$ cat config.mk
export PLATFORM = sky130hd
export DESIGN_NAME = unit_risk
export DESIGN_NICKNAME = d
export VERILOG_FILES = /design/src/rtl/risk_pkg.sv /design/src/rtl/risk_compare.sv /design/src/rtl/unit_risk.sv
export SDC_FILE = /design/constraint.sdc
export NUM_CORES = 1
export LEC_CHECK = 0
export ABC_AREA = 1
export CORE_MARGIN = 5
export CORE_UTILIZATION = 38
export CTS_BUF_LIST = sky130_fd_sc_hd__clkbuf_8
export CTS_CLUSTER_DIAMETER = 200
export DETAILED_ROUTE_END_ITERATION = 8
export HOLD_SLACK_MARGIN = 0.08
export PLACE_DENSITY = 0.86
export SYNTH_ARGS = -nofsm -noshare
export SYNTH_HDL_FRONTEND = slang
export SYNTH_SLANG_ARGS = --single-unit
$ cat constraint.sdc
create_clock -name i_clk -period 2.2 [get_ports i_clk]
set_clock_uncertainty 0.1 [all_clocks]
set_input_delay 0.66 -clock i_clk [delete_from_list [all_inputs] [get_ports i_clk]]
set_output_delay 0.66 -clock i_clk [all_outputs]
set_load 0.005 [all_outputs]
$ cat src/rtl/risk_pkg.sv
// Shared definitions for the unit_risk hazard unit: register-index width,
// default drain length and the FSM state encodings.
package risk_pkg;

  localparam int unsigned REG_W            = 5;
  localparam int unsigned DRAIN_CYCLES_DEF = 3;

  localparam int unsigned ST_W = 2;
  localparam logic [ST_W-1:0] ST_RUN    = 2'd0;
  localparam logic [ST_W-1:0] ST_EXTRA  = 2'd1;
  localparam logic [ST_W-1:0] ST_DRAIN  = 2'd2;
  localparam logic [ST_W-1:0] ST_HALTED = 2'd3;

endpackage

$ cat src/rtl/risk_compare.sv
// Destination-vs-source register match for the hazard unit.
// Register 0 never matches; rt is only considered when the ID
// instruction actually reads it.
module risk_compare
  import risk_pkg::*;
(
  input  logic [REG_W-1:0] i_rd,
  input  logic [REG_W-1:0] i_rs,
  input  logic [REG_W-1:0] i_rt,
  input  logic             i_uses_rt,
  output logic             o_match
);

  logic rd_nonzero;

  // r0 is hardwired to zero, so writing it can never create a dependency
  always_comb begin
    rd_nonzero = (i_rd != '0);
    o_match    = rd_nonzero && ((i_rd == i_rs) || (i_uses_rt && (i_rd == i_rt)));
  end

endmodule

$ cat src/rtl/unit_risk.sv
// Hazard detection unit for the 5-stage MIPS pipeline.
// Detects load-use and branch-in-ID data hazards, stalls PC and IF/ID,
// flushes IF/ID on taken control transfers and drains the pipe on HALT.
// Optional feature: define UNIT_RISK_STATS_EN to build the stall-cycle
// counter; otherwise o_stall_cycles is tied to zero.
module unit_risk
  import risk_pkg::*;
#(
  parameter int unsigned DRAIN_CYCLES = DRAIN_CYCLES_DEF
) (
  input  logic             i_clk,
  input  logic             i_reset,
  input  logic [REG_W-1:0] i_id_rs,
  input  logic [REG_W-1:0] i_id_rt,
  input  logic             i_id_uses_rt,
  input  logic             i_id_branch,
  input  logic             i_id_taken,
  input  logic             i_id_halt,
  input  logic             i_ex_mem_read,
  input  logic             i_ex_reg_write,
  input  logic [REG_W-1:0] i_ex_rd,
  input  logic             i_mem_mem_read,
  input  logic [REG_W-1:0] i_mem_rd,
  output logic             o_risk,
  output logic             o_pc_write,
  output logic             o_if_id_write,
  output logic             o_flush_if_id,
  output logic             o_halted,
  output logic [31:0]      o_stall_cycles
);

  localparam int unsigned CNT_W = (DRAIN_CYCLES > 1) ? $clog2(DRAIN_CYCLES) : 1;
  localparam logic [CNT_W-1:0] DRAIN_LAST = CNT_W'(DRAIN_CYCLES - 1);

  logic [ST_W-1:0]  state_q, state_d;
  logic [CNT_W-1:0] drain_q, drain_d;

  logic match_ex, match_mem;
  logic load_use, br_alu, br_ld_ex, br_ld_mem, stall_run;

  logic risk_c, pc_write_c, if_id_write_c, flush_c, halted_c;

  risk_compare u_cmp_ex (
    .i_rd      (i_ex_rd),
    .i_rs      (i_id_rs),
    .i_rt      (i_id_rt),
    .i_uses_rt (i_id_uses_rt),
    .o_match   (match_ex)
  );

  risk_compare u_cmp_mem (
    .i_rd      (i_mem_rd),
    .i_rs      (i_id_rs),
    .i_rt      (i_id_rt),
    .i_uses_rt (i_id_uses_rt),
    .o_match   (match_mem)
  );

  // Hazard classification; a branch on a load still in EX needs two bubbles
  always_comb begin
    load_use  = i_ex_mem_read && match_ex;
    br_alu    = i_id_branch && i_ex_reg_write && !i_ex_mem_read && match_ex;
    br_ld_ex  = i_id_branch && load_use;
    br_ld_mem = i_id_branch && i_mem_mem_read && match_mem;
    stall_run = load_use || br_alu || br_ld_mem;
  end

  // Next state and pipeline controls; priority is stall > halt > flush
  always_comb begin
    state_d       = state_q;
    drain_d       = drain_q;
    risk_c        = 1'b0;
    pc_write_c    = 1'b1;
    if_id_write_c = 1'b1;
    flush_c       = 1'b0;
    halted_c      = 1'b0;

    case (state_q)
      ST_RUN: begin
        if (stall_run) begin
          risk_c        = 1'b1;
          pc_write_c    = 1'b0;
          if_id_write_c = 1'b0;
          if (br_ld_ex) state_d = ST_EXTRA;
        end else if (i_id_halt) begin
          state_d = ST_DRAIN;
          drain_d = '0;
        end else if (i_id_taken) begin
          flush_c = 1'b1;
        end
      end
      ST_EXTRA: begin
        risk_c        = 1'b1;
        pc_write_c    = 1'b0;
        if_id_write_c = 1'b0;
        state_d       = ST_RUN;
      end
      ST_DRAIN: begin
        risk_c        = 1'b1;
        pc_write_c    = 1'b0;
        if_id_write_c = 1'b0;
        if (drain_q == DRAIN_LAST) state_d = ST_HALTED;
        else                       drain_d = drain_q + 1'b1;
      end
      ST_HALTED: begin
        risk_c        = 1'b1;
        pc_write_c    = 1'b0;
        if_id_write_c = 1'b0;
        halted_c      = 1'b1;
      end
      default: state_d = ST_RUN;
    endcase

    // Reset forces a free-running pipeline regardless of the stored state
    if (i_reset) begin
      risk_c        = 1'b0;
      pc_write_c    = 1'b1;
      if_id_write_c = 1'b1;
      flush_c       = 1'b0;
      halted_c      = 1'b0;
    end
  end

  // FSM and drain counter registers
  always_ff @(posedge i_clk) begin
    if (i_reset) begin
      state_q <= ST_RUN;
      drain_q <= '0;
    end else begin
      state_q <= state_d;
      drain_q <= drain_d;
    end
  end

  assign o_risk        = risk_c;
  assign o_pc_write    = pc_write_c;
  assign o_if_id_write = if_id_write_c;
  assign o_flush_if_id = flush_c;
  assign o_halted      = halted_c;

`ifdef UNIT_RISK_STATS_EN
  logic        count_stall;
  logic [31:0] stall_cnt_q;

  // Only hazard stalls are counted; drain/halt bubbles are excluded
  always_comb begin
    count_stall = ((state_q == ST_RUN) && stall_run) || (state_q == ST_EXTRA);
  end

  // Saturating stall-cycle counter
  always_ff @(posedge i_clk) begin
    if (i_reset) begin
      stall_cnt_q <= '0;
    end else if (count_stall && (stall_cnt_q != '1)) begin
      stall_cnt_q <= stall_cnt_q + 32'd1;
    end
  end

  assign o_stall_cycles = i_reset ? '0 : stall_cnt_q;
`else
  assign o_stall_cycles = '0;
`endif

endmodule

==> results of run 1 <==
==> final cells by class <==
class / instances / area [um^2]
clock buffer: 3 / 41.29
fill: 203 / 895.9
inverter: 30 / 141.4
multi-input combinational: 146 / 833.3
sequential: 4 / 80.08
tap: 30 / 37.54
timing repair buffer: 56 / 515.5
==> power by group <==
group	internal, uW	switching, uW	total [uW]	leakage (uW)
registers	97.5	13.3	111	0.0000328
clock network	116	35.9	152	0.0000216
logic	360	403	763	0.000873
total	574	452	1030	0.000928
==> cells by family (layout without fill, tap and decap cells) <==
group / Yosys count / in the layout / synth area share
buffers and inverters: 63 / 89 / 0.3512
adder cells (fa/ha/maj): 5 / 5 / 0.06075
XOR/XNOR: 3 / 3 / 0.02552
AND/OR/NAND/NOR: 94 / 94 / 0.4143
AO/OA/AOI/OAI: 12 / 12 / 0.06683
flip-flops: 4 / 4 / 0.07777
other: 1 / 32 / 0.003642
==> flip-flops by register name, indices dropped and copies added, names as in the netlist <==
register	count
state_q	2
drain_q	2
==> per-stage QoR <==
stage               std cells  TNS [ps]
floorplan                 213         0
global placement          260     -5218
detailed placement        260     -5458
CTS                       271    -696.7
global route              269    -822.4
finish                    269    -566.4
==> worst paths after layout <==
kind	start	endpoint	slack, ps	cells after the start
max	i_ex_rd[0]	o_risk	-160	12
min reg2reg	drain_q[0]$_SDFFE_PP0P_	drain_q[0]$_SDFFE_PP0P_	370	2
max reg2reg	state_q[1]$_SDFFE_PP0P_	state_q[0]$_SDFFE_PP0P_	340	14
min	drain_q[0]$_SDFFE_PP0P_	drain_q[0]$_SDFFE_PP0P_	370	2
==> what timing repair did <==
action / CTS / global route
endpoints found under the setup margin: 9 / 7
hold buffers: 0 / 0
gates resized for setup: 140 / 64
setup buffers: 8 / 0
pin swaps: 25 / 29
==> worst register-to-register path, delay by kind of cell (launching register included) <==
family	cells	cell delay, ps
AND/OR/NAND/NOR	6	530
adder cells (fa/ha/maj)	1	190
buffers and inverters	7	680
flip-flops	1	300
==> per-layer routing <==
layer | wire length, um | vias to the layer above | global-route usage
met3 | 215 | 4 | 0.01653
met5 | 0 | - | 0
li1 | - | 606 | -
met2 | 1649 | 48 | 0.2751
met1 | 1170 | 551 | 0.1863
met4 | 25 | 0 | 0.03636
==> synth_stat cells (3+ instances only) <==
master,number,share of area
dfxtp_1,4,0.078
inv_1,21,0.077
nand2_1,48,0.17
a21oi_1,4,0.019
nand4_1,3,0.018
buf_4,33,0.24
nand2_2,4,0.024
o21ai_0,3,0.015
nor2_1,22,0.080
inv_2,8,0.029
ha_1,5,0.061
nand3_1,11,0.053
==> results.txt, run 1 <==
DR vias/cell -> 4.494
Worst path buffer plus inverter count -> 4
Initial DRC Count -> 54
Primary FF master, synth -> dfxtp_1
Max Buffers Root-to-Sink -> 2
Buffers on Ports -> 33
WS Path Type -> input pin to primary output
Critical Path AT -> 1600 ps
Synth cell types -> 24
Antenna Nets Post-Route -> 0
Top cell by count, worst path -> nand2_2
DP Wirelength -> 2279 um
WL/cell -> 11.37 um
Post-synth EDFFs -> 0
Fin worst setup slack -> -158.3 ps
Initial Util -> 0.4046
Root Driver -> clkbuf_8
Syn Area/Cell -> 5.658 um^2
Final worst path period need -> 2358 ps
Critical Path Source Type -> input pin
DP Area -> 1394 um^2
Commonest non-fill, non-tap cell in the layout -> conb_1
Leak -> 0.0009276 uW
First-pass GRT wire length -> 4422 um
Failing checks -> negative setup slack
Min-Delay Path Class -> flip-flop to flip-flop
Largest net degree at the start of global routing -> 5
Vias in the first global route -> 1087
Peak VDD IR -> 732.9 uV
Antenna cell count -> 0
GRT Util Overall -> 0.1507
Req. time, crit path -> 1440 ps
Crit end category -> primary output
Final Max Tran Viols -> 0
RSZ-0062 raised after global routing -> yes
Commonest non-fill, non-tap cells in the layout -> conb_1, nand2_1, nand2_2, buf_4, buf_6
H-Tree Depth -> 1
FFs w/ async S/R, synth -> 0
Cell area after layout -> 1649 um^2
Chip width -> 62.06 um
Max-cap violations -> 0
Register area share after synthesis -> 0.07776
Clock latency on the worst-skew pair -> 210 ps
Kind of cell adding the most delay to the critical path -> simple AND/OR/NAND/NOR gates
Status -> finished with violations
Chip height -> 62.06 um
Routed WL -> 3059 um
Period utilisation layout -> 1.072
DP Worst Slack -> -1035 ps
Mapped Cells -> 182
Final Util -> 0.6480
Row count -> 18
RePlAce Congestion -> 0.8197
Via count -> 1209
Synth Warn # -> 0
Layout cell share with drive strength beyond 1 -> 0.4854
Final Setup Violations -> 4
Core area -> 2545 um^2
Worst-path cell chain -> buf_8, inv_4, nand2_2, nand2_1, nor2_2, nand3_1, nand2_2, nand3_4, nand3_2, nand2_2, inv_1, buf_2
Die area -> 3851 um^2
Pre-antenna DRT Iters -> 4
Hold Slack -> 368.5 ps
Grt ovf -> 0
Synth Cell Area -> 1030 um^2
Yosys reg bits -> 4
Area growth from synthesis to layout -> 60.15%
PD cells -> 622.3 nW/um^2
CP Max Fanout -> 3
Total Power -> 1026 uW
Num CTS Buffers -> 3
Ports -> 66
Initial antenna violation count -> 0
Worst-path clk slew -> 30 ps
Final number of hold-violating endpoints -> 0
Crit-path max cell delay -> 120 ps
Critical path's slowest cell -> nor2_2
Final #Nets -> 275
DRC viols -> 0
Fmax -> 424.0 MHz
Clk sinks -> 4
CTS tree -> done
No activity file was read; power rests on OpenSTA's default activity.
==> run 2, diff against run 1 <==
--- a/config.mk
+++ b/config.mk
@@ -6,13 +6,15 @@
 export NUM_CORES = 1
 export LEC_CHECK = 0
 export ABC_AREA = 1
+export ABC_CLOCK_PERIOD_IN_PS = 2200
 export CORE_MARGIN = 5
-export CORE_UTILIZATION = 38
+export CORE_UTILIZATION = 60
 export CTS_BUF_LIST = sky130_fd_sc_hd__clkbuf_8
 export CTS_CLUSTER_DIAMETER = 200
 export DETAILED_ROUTE_END_ITERATION = 8
+export DONT_BUFFER_PORTS = 1
 export HOLD_SLACK_MARGIN = 0.08
-export PLACE_DENSITY = 0.86
+export PLACE_DENSITY = 0.79
 export SYNTH_ARGS = -nofsm -noshare
 export SYNTH_HDL_FRONTEND = slang
 export SYNTH_SLANG_ARGS = --single-unit
==> run 2 against run 1 <==
The run still ends with negative setup slack left; flip-flop and latch count unchanged; global-route usage increased by 1.6 points; maximum frequency increased by 6.4%; sequential power increased by 5%; cell count decreased by 23%; die area decreased by 31%.
==> results.txt, run 2 (same netlist as run 1, synthesis figures left out) <==
Routed WL -> 2421 um
Initial DRC Count -> 12
Peak VDD IR -> 753.4 uV
Final number of hold-violating endpoints -> 0
Layout Cells excl Fill -> 206
Final Setup Violations -> 2
DP Area -> 949.7 um^2
Final TNS setup -> -31.42 ps
Core area -> 1670 um^2
Max-cap violations -> 0
Period utilisation layout -> 1.007
RSZ-0062 raised after global routing -> yes
Num CTS Buffers -> 3
Clk sinks -> 4
Failing checks -> negative setup slack
Fin worst setup slack -> -15.74 ps
Crit end category -> primary output
Final #Nets -> 225
Layout cell share with drive strength beyond 1 -> 0.3175
WS Path Type -> input pin to primary output
Worst-path clk slew -> 30 ps
Vias in the first global route -> 869
Clock latency on the worst-skew pair -> 210 ps
RePlAce Congestion -> 0.8626
Leak -> 0.0006502 uW
Ports -> 66
Grt ovf -> 0
PD cells -> 636.3 nW/um^2
Hold Slack -> 356.9 ps
Initial antenna violation count -> 0
Antenna cell count -> 0
Root Driver -> clkbuf_8
DRC viols -> 0
DR vias/cell -> 4.743
Initial Util -> 0.6165
CP Max Fanout -> 4
Status -> finished with violations
Fill count -> 140
Via count -> 977
WL/cell -> 11.75 um
Pre-antenna DRT Iters -> 4
First-pass GRT wire length -> 3374 um
Area growth from synthesis to layout -> 11.30%
Critical Path Source Type -> input pin
CTS tree -> done
Req. time, crit path -> 1440 ps
Min-Delay Path Class -> flip-flop to flip-flop
Largest regs -> drain_q (2), state_q (2)
Chip height -> 51.43 um
Final Max Tran Viols -> 0
Cell area after layout -> 1146 um^2
Critical Path AT -> 1460 ps
Max Buffers Root-to-Sink -> 2
Total Power -> 729.3 uW
Commonest non-fill, non-tap cells in the layout -> nand2_1, conb_1, nor2_1, nand2_2, inv_1
Final worst path period need -> 2216 ps
Buffers on Ports -> 0
Commonest non-fill, non-tap cell in the layout -> nand2_1
Cells after DPL -> 201
GRT Util Overall -> 0.1671
Die area -> 2645 um^2
Row count -> 15
Antenna Nets Post-Route -> 0
Largest net degree at the start of global routing -> 5
Chip width -> 51.43 um
Fmax -> 451.3 MHz
DP Wirelength -> 1904 um
H-Tree Depth -> 1
## run 2: final cells by class
class / count / area, um^2 / share of cell area
Inverter: 30 / 172.7 / 0.1507
Clock buffer: 3 / 41.29 / 0.03603
Sequential cell: 4 / 80.08 / 0.06987
Multi-Input combinational cell: 146 / 782.0 / 0.6823
Timing Repair Buffer: 6 / 48.80 / 0.04258
Tap cell: 17 / 21.27 / 0.01856
## run 2: final timing paths
kind | from | endpoint | slack (ps) | cells past startpoint
min | drain_q[1]$_SDFFE_PP0P_ | drain_q[1]$_SDFFE_PP0P_ | 360 | 2
max | i_mem_rd[3] | o_if_id_write | -20 | 10
min reg2reg | drain_q[1]$_SDFFE_PP0P_ | drain_q[1]$_SDFFE_PP0P_ | 360 | 2
max reg2reg | state_q[0]$_SDFFE_PP0P_ | drain_q[0]$_SDFFE_PP0P_ | 640 | 8
## run 2: timing repair
item,4_1_cts,5_1_grt
pin swaps,8,29
setup endpoints to repair,2,4
setup buffers,1,1
hold endpoints to repair,0,0
resized for setup,4,48
hold buffers,0,0
## run 2: worst max-delay path, cell delays in order
cell     delay (ps)
inv_2            30
nand2_1          50
o21ai_0          70
nor2_1          130
nand3_1         110
nand2_2         100
nand2_4          60
nand3_2          70
nand2_2          60
buf_6           120
## run 2: stage by stage
stage / setup WS, ps / utilization
after detailed placement: -42.77 / 0.5685
after floorplan: 13.77 / -
after CTS: 9.024 / 0.6045
after global placement: -22.19 / 0.5685
after global routing: -96.49 / 0.6861
final: -15.74 / 0.6861
## run 2: power by group
part,switching (uW),total [uW],internal [uW]
clock network,33.2,149,116
registers,18.7,116,97.6
logic,277,464,186
total,329,729,400
## run 2: routing by layer
metal	GRT usage	vias to the layer above	wire, um
met5	0	-	0
met3	0.03207	6	153
met2	0.3114	28	1354
met4	0.1048	0	51
li1	-	500	-
met1	0.1661	443	861
==> run 3, diff against run 2 <==
--- a/config.mk
+++ b/config.mk
@@ -8,13 +8,13 @@
 export ABC_AREA = 1
 export ABC_CLOCK_PERIOD_IN_PS = 2200
 export CORE_MARGIN = 5
-export CORE_UTILIZATION = 60
+export CORE_UTILIZATION = 54
 export CTS_BUF_LIST = sky130_fd_sc_hd__clkbuf_8
 export CTS_CLUSTER_DIAMETER = 200
 export DETAILED_ROUTE_END_ITERATION = 8
 export DONT_BUFFER_PORTS = 1
 export HOLD_SLACK_MARGIN = 0.08
-export PLACE_DENSITY = 0.79
+export PLACE_DENSITY = 0.72
 export SYNTH_ARGS = -nofsm -noshare
 export SYNTH_HDL_FRONTEND = slang
 export SYNTH_SLANG_ARGS = --single-unit
==> run 3 against run 2 <==
The flow now finishes without violations; wire length down 5.2%; design area down 2.0%; utilization is 4.9 points lower; register-to-register slack lost 80 ps; count of clock-buffer cells in the layout stayed put; clock power increased by 3%; sequential power barely moved; first-iteration DRC count up 42%; die area is 8.9% higher; flip-flop and latch count unchanged.
==> results.txt, run 3 (same netlist as run 1, synthesis figures left out) <==
Status -> finished, final reports clean
Max Buffers Root-to-Sink -> 2
Final number of hold-violating endpoints -> 0
DP Worst Slack -> -51.93 ps
Core area -> 1764 um^2
H-Tree Depth -> 1
PD cells -> 656.9 nW/um^2
Final Max Tran Viols -> 0
Final #Nets -> 230
WS Path Type -> input pin to primary output
Chip width -> 53.67 um
Antenna cell count -> 0
CP Max Fanout -> 4
Max-cap violations -> 0
Final worst path period need -> 2179 ps
Vias in the first global route -> 875
Crit end category -> primary output
Peak VDD IR -> 599.5 uV
Antenna Nets Post-Route -> 0
Num CTS Buffers -> 3
Clk sinks -> 4
Fmax -> 458.9 MHz
Buffers on Ports -> 0
CTS tree -> done
Multi-input logic area -> 752.0 um^2
Initial DRC Count -> 17
Root Driver -> clkbuf_8
GRT Util Overall -> 0.1518
HP Start -> drain_q[1]$_SDFFE_PP0P_
DP Wirelength -> 1854 um
Leak -> 0.0006642 uW
Commonest non-fill, non-tap cells in the layout -> nand2_1, conb_1, nor2_1, inv_1
Hold Slack -> 358.9 ps
First-pass GRT wire length -> 3353 um
Worst-path clk slew -> 30 ps
Critical Path Source Type -> input pin
Routed WL -> 2295 um
Layout Cells excl Fill -> 219
Initial antenna violation count -> 0
Grt ovf -> 0
WL/cell -> 10.48 um
Largest regs -> drain_q (2), state_q (2)
Register area -> 80.08 um^2
RePlAce Congestion -> 0.8580
Commonest non-fill, non-tap cell in the layout -> nand2_1
Pre-antenna DRT Iters -> 4
Final Setup Violations -> 0
Fill count -> 184
Crit-path max cell delay -> 120 ps
Fin worst setup slack -> 20.91 ps
Critical path's slowest cell -> nand2_2
Row count -> 15
Reg2reg start -> state_q[0]$_SDFFE_PP0P_
RSZ-0062 raised after global routing -> yes
Cells after DPL -> 210
Total Power -> 738.1 uW
Via count -> 991
Largest net degree at the start of global routing -> 5
Die area -> 2880 um^2
CP startpoint -> i_ex_rd[4]
Initial Util -> 0.5837
Min-Delay Path Class -> flip-flop to flip-flop
Chip height -> 53.67 um
DRC viols -> 0
Layout cell share with drive strength beyond 1 -> 0.2629
Critical Path AT -> 1420 ps
DR vias/cell -> 4.525
Worst-path cell chain -> inv_2, nand2_1, nand2_1, nor2_1, nand3_1, nand2_2, nand3_4, nand3_4, nand2_4, inv_2
Period utilisation layout -> 0.9905
Req. time, crit path -> 1440 ps
Ports -> 66
Clock latency on the worst-skew pair -> 220 ps
Area growth from synthesis to layout -> 9.113%
[run 3: changes by cell type in the layout (fill, tap and decap cells not counted), moves of 2 or more]
cell,previous run,this run
nand3_2,4,2
inv_1,13,15
inv_8,0,2
inv_4,6,3
nand2_1,33,40
nor2_2,5,2
nor2_1,17,20
inv_2,7,9
nand2_2,17,11
buf_4,5,11
[run 3: final timing paths]
| check | to | slack (ps) | cells after the start |
|---|---|---|---|
| max reg2reg | state_q[1]$_SDFFE_PP0P_ | 560 | 10 |
| min | drain_q[1]$_SDFFE_PP0P_ | 360 | 2 |
| max | o_risk | 20 | 10 |
| min reg2reg | drain_q[1]$_SDFFE_PP0P_ | 360 | 2 |
[run 3: area by class of cell]
type,count,share of cell area
tap,25,0.02784
inverter,30,0.1214
clock buffer,3,0.03675
multi-input combinational,146,0.6693
sequential,4,0.07127
timing repair buffer,11,0.07350
[run 3: where the power goes]
part,switching (uW),internal (uW)
combinational,281,188
clock,36.3,117
sequential,18.7,97.5
[run 3: timing repair]
item / in CTS / in global routing
pin swaps: 2 / 24
endpoints found under the setup margin: 1 / 4
hold buffers: 0 / 0
setup buffers: 1 / 5
gates resized for setup: 2 / 27
[run 3: critical path: cells and delay by family]
| kind | cells | cell delay (ps) |
|---|---|---|
| buf+inv | 2 | 70 |
| simple gates | 8 | 690 |
[run 3: metal layers]
layer / track usage / routed length (um) / vias to the layer above / part of all wire
met5: 0 / 0 / - / 0
met4: 0.04255 / 9 / 0 / 0.0039
met3: 0.05540 / 323 / 2 / 0.14
met2: 0.2460 / 1053 / 59 / 0.46
met1: 0.1865 / 908 / 419 / 0.40
li1: - / - / 511 / -
[run 3: metrics by stage]
step	TNS [ps]	area, um^2	utilization
6_report	0	1124	0.6369
3_3_place_gp	-49.24	967.2	0.5482
3_5_place_dp	-51.93	967.2	0.5482
2_1_floorplan	0	1146	-
5_1_grt	-97.07	1124	0.6369
4_1_cts	0	1023	0.5801
==> patch (flow settings as in run 1) <==
The package constant `DRAIN_CYCLES_DEF` goes from 3 to 5.
--- a/src/rtl/risk_pkg.sv
+++ b/src/rtl/risk_pkg.sv
@@ -3,7 +3,7 @@
 package risk_pkg;
 
   localparam int unsigned REG_W            = 5;
-  localparam int unsigned DRAIN_CYCLES_DEF = 3;
+  localparam int unsigned DRAIN_CYCLES_DEF = 5;
 
   localparam int unsigned ST_W = 2;
   localparam logic [ST_W-1:0] ST_RUN    = 2'd0;
Check against the original RTL: not equivalent (Yosys sat finds a counterexample within 10 cycles, from zero or initial values and one cycle with i_reset high).
==> patch against run 1 <==
Highest routed layer unchanged; critical endpoint unchanged; the run still ends with negative setup slack left; wire length increased by 19%; count of clock-buffer cells in the layout unchanged; cell area increased by 6.0%; power increased by 4.0%; synthesized cell count increased by 3.8%; setup slack got worse by 130 ps; sequential share of layout area increased by 0.87 points; synthesized area increased by 8.3%; sequential cell count increased by 1; largest cell class unchanged; register-to-register slack improved by 110 ps; clock power increased by 14%; via count increased by 6.5%.
==> patch: results (changes against run 1) <==
| Metric | Value |
|---|---|
| Run status | `complete, but fails checks` |
| Failing checks | `negative setup slack` |
| Cell at the root of the clock tree | `clkbuf_8` |
| Max-slew headroom at the worst pin | `0.647` |
| Total negative slack for setup checks | `-1180 ps (-616 ps)` |
| Met1 WL | `1390 um (+19%)` |
| Post-synth top flop | `dfxtp_1` |
| Number of buffers inserted by port buffering | `33 (unchanged)` |
| M1 GR Usage | `0.164 (-0.0226)` |
| Minimum setup slack after placement | `-1080 ps (-41.0 ps)` |
| Post-detail-place hpwl | `2320 um (+1.8%)` |
| GR met3 Demand/Resource | `0.0368 (+0.0202)` |
| Cell types with the highest counts after synthesis | `nand2_1, buf_4, inv_1` |
| Number of search-and-repair iterations in the first detailed-routing pass | `4 (unchanged)` |
| Met2 wire length | `1880 um (+14%)` |
| Share of flip-flops with an asynchronous set or reset after synthesis | `0 (unchanged)` |
| Routed wire length | `3650 um (+19%)` |
| Routing usage on met2 | `0.279 (+0.00375)` |
| Top Registers | `drain_q x3, state_q x2` |
| Peak VDD IR | `641 uV (-12%)` |
| Vias post-DR | `1287 (+6.5%)` |
| Clock insertion delay at the later pin of the skew report | `230 ps (+20 ps)` |
| Synth warnings | `0 (unchanged)` |
| Top Layer Used | `met4` |
| CTS clk-pin slew, worst paths | `roughly 40 ps` |
| Pin count of the biggest net entering global routing | `8 (+3)` |
| Antenna violation net count after detailed routing | `0 (unchanged)` |
| Buffers from clock root to sink, at most | `2 (unchanged)` |
| Num CTS Buffers | `3 (unchanged)` |
| GP Congestion | `0.869 (+6.1%)` |
| Final Hold Slack | `384 ps (+15.1 ps)` |
| Distinct cells, synth | `24 (unchanged)` |
| Average cell area after synthesis | `5.90 sq um (+4.3%)` |
| Reg2Reg Setup Slack | `450 ps (+110 ps)` |
| Fraction of layout cells with a size suffix above 1 | `0.416 (-0.0690)` |
| First-pass GRT wire length | `5060 um (+15%)` |
| Vias in the first global route | `1176 (+8.2%)` |
| Post-synthesis sequential area ratio | `0.0898 (+0.0120)` |
| Maximum level of the CTS H-tree | `1 (unchanged)` |
| Cell count after placement | `264 (+1.5%)` |
| Largest driver fanout on the critical path | `3 (unchanged)` |
| Hold/Removal Path Class | `reg2reg` |
| Met3 WL | `282 um (+31%)` |
| # nets final | `281 (+2.2%)` |
| Final Setup Violations | `6 (+2)` |
| Antenna Diode Count | `0 (unchanged)` |
| Fillers | `235 (+16%)` |
| Cell area reported after detailed placement | `1480 sq um (+6.5%)` |
| Arrival time at the worst endpoint | `1730 ps (+130 ps)` |
| Drt initial violations | `61 (+13%)` |
| Initial antenna violation count | `0 (unchanged)` |
| Area contributors post-synth | `buf_4, nand2_1, inv_1` |
| Overall routing resource usage | `0.151 (+0.000809)` |
| P_leak | `0.000976 uW (+5.2%)` |
| Via density per instance | `4.66 (+3.8%)` |
| Post-route worst setup slack | `-287 ps (-128 ps)` |
==> patch: changes by cell type in the layout (fill, tap and decap cells not counted), sizes merged, moves of 2 or more <==
cell,delta
inv,+3
a21oi,+2
nor2,-4
nand4,-2
nand2,+4
buf,-2
==> patch: cell families after synthesis <==
group | Yosys count | synth area share
and+or+nand+nor | 94 | 0.402
buffers and inverters | 64 | 0.327
AOI/OAI and AO/OA | 15 | 0.0797
adders and majority gates | 6 | 0.0673
DFF | 5 | 0.0898
xor gates and xnor gates | 4 | 0.0314
other | 1 | 0.00336
==> patch: timing repair <==
| item | 4_1_cts | 5_1_grt |
|---|---|---|
| pin swaps | 31 | 30 |
| gates resized for setup | 142 | 45 |
| hold buffers | 0 | 0 |
| setup endpoints to repair | 10 | 7 |
| buffers inserted | 8 | 8 |
| endpoints found under the hold margin | 0 | 0 |
==> patch: final timing paths <==
check,from,end,cells after the start
setup / recovery,i_id_rs[2],o_risk,9
hold / removal,drain_q[2],drain_q[2],2
setup reg to reg,state_q[0],drain_q[0],7
hold reg to reg,drain_q[2],drain_q[2],2
==> patch: cell type report <==
type | instances | area (sq um) | share of cell area
clock inverter | 1 | 3.75 | 0.00215
tap | 31 | 38.8 | 0.0222
timing repair buffer | 54 | 520 | 0.298
clock buffer | 3 | 41.3 | 0.0236
sequential | 5 | 100 | 0.0573
multi-input combinational | 151 | 895 | 0.512
inverter | 31 | 149 | 0.0852
==> patch: power breakdown <==
group          internal, uW  total (uW)  switching [uW]  leakage [uW]
registers               121         134            13.1     0.0000412
clock network           120         173            53.1     0.0000269
logic                   334         760             426      0.000908
==> patch: critical path: stages <==
cell and delay [ps]:
buf_2 120, xnor2_1 240, nand3_2 160, nand2_4 120, nand3_4 90, nand2_4 110, o21ai_4 70, inv_1 50
buf_2 100
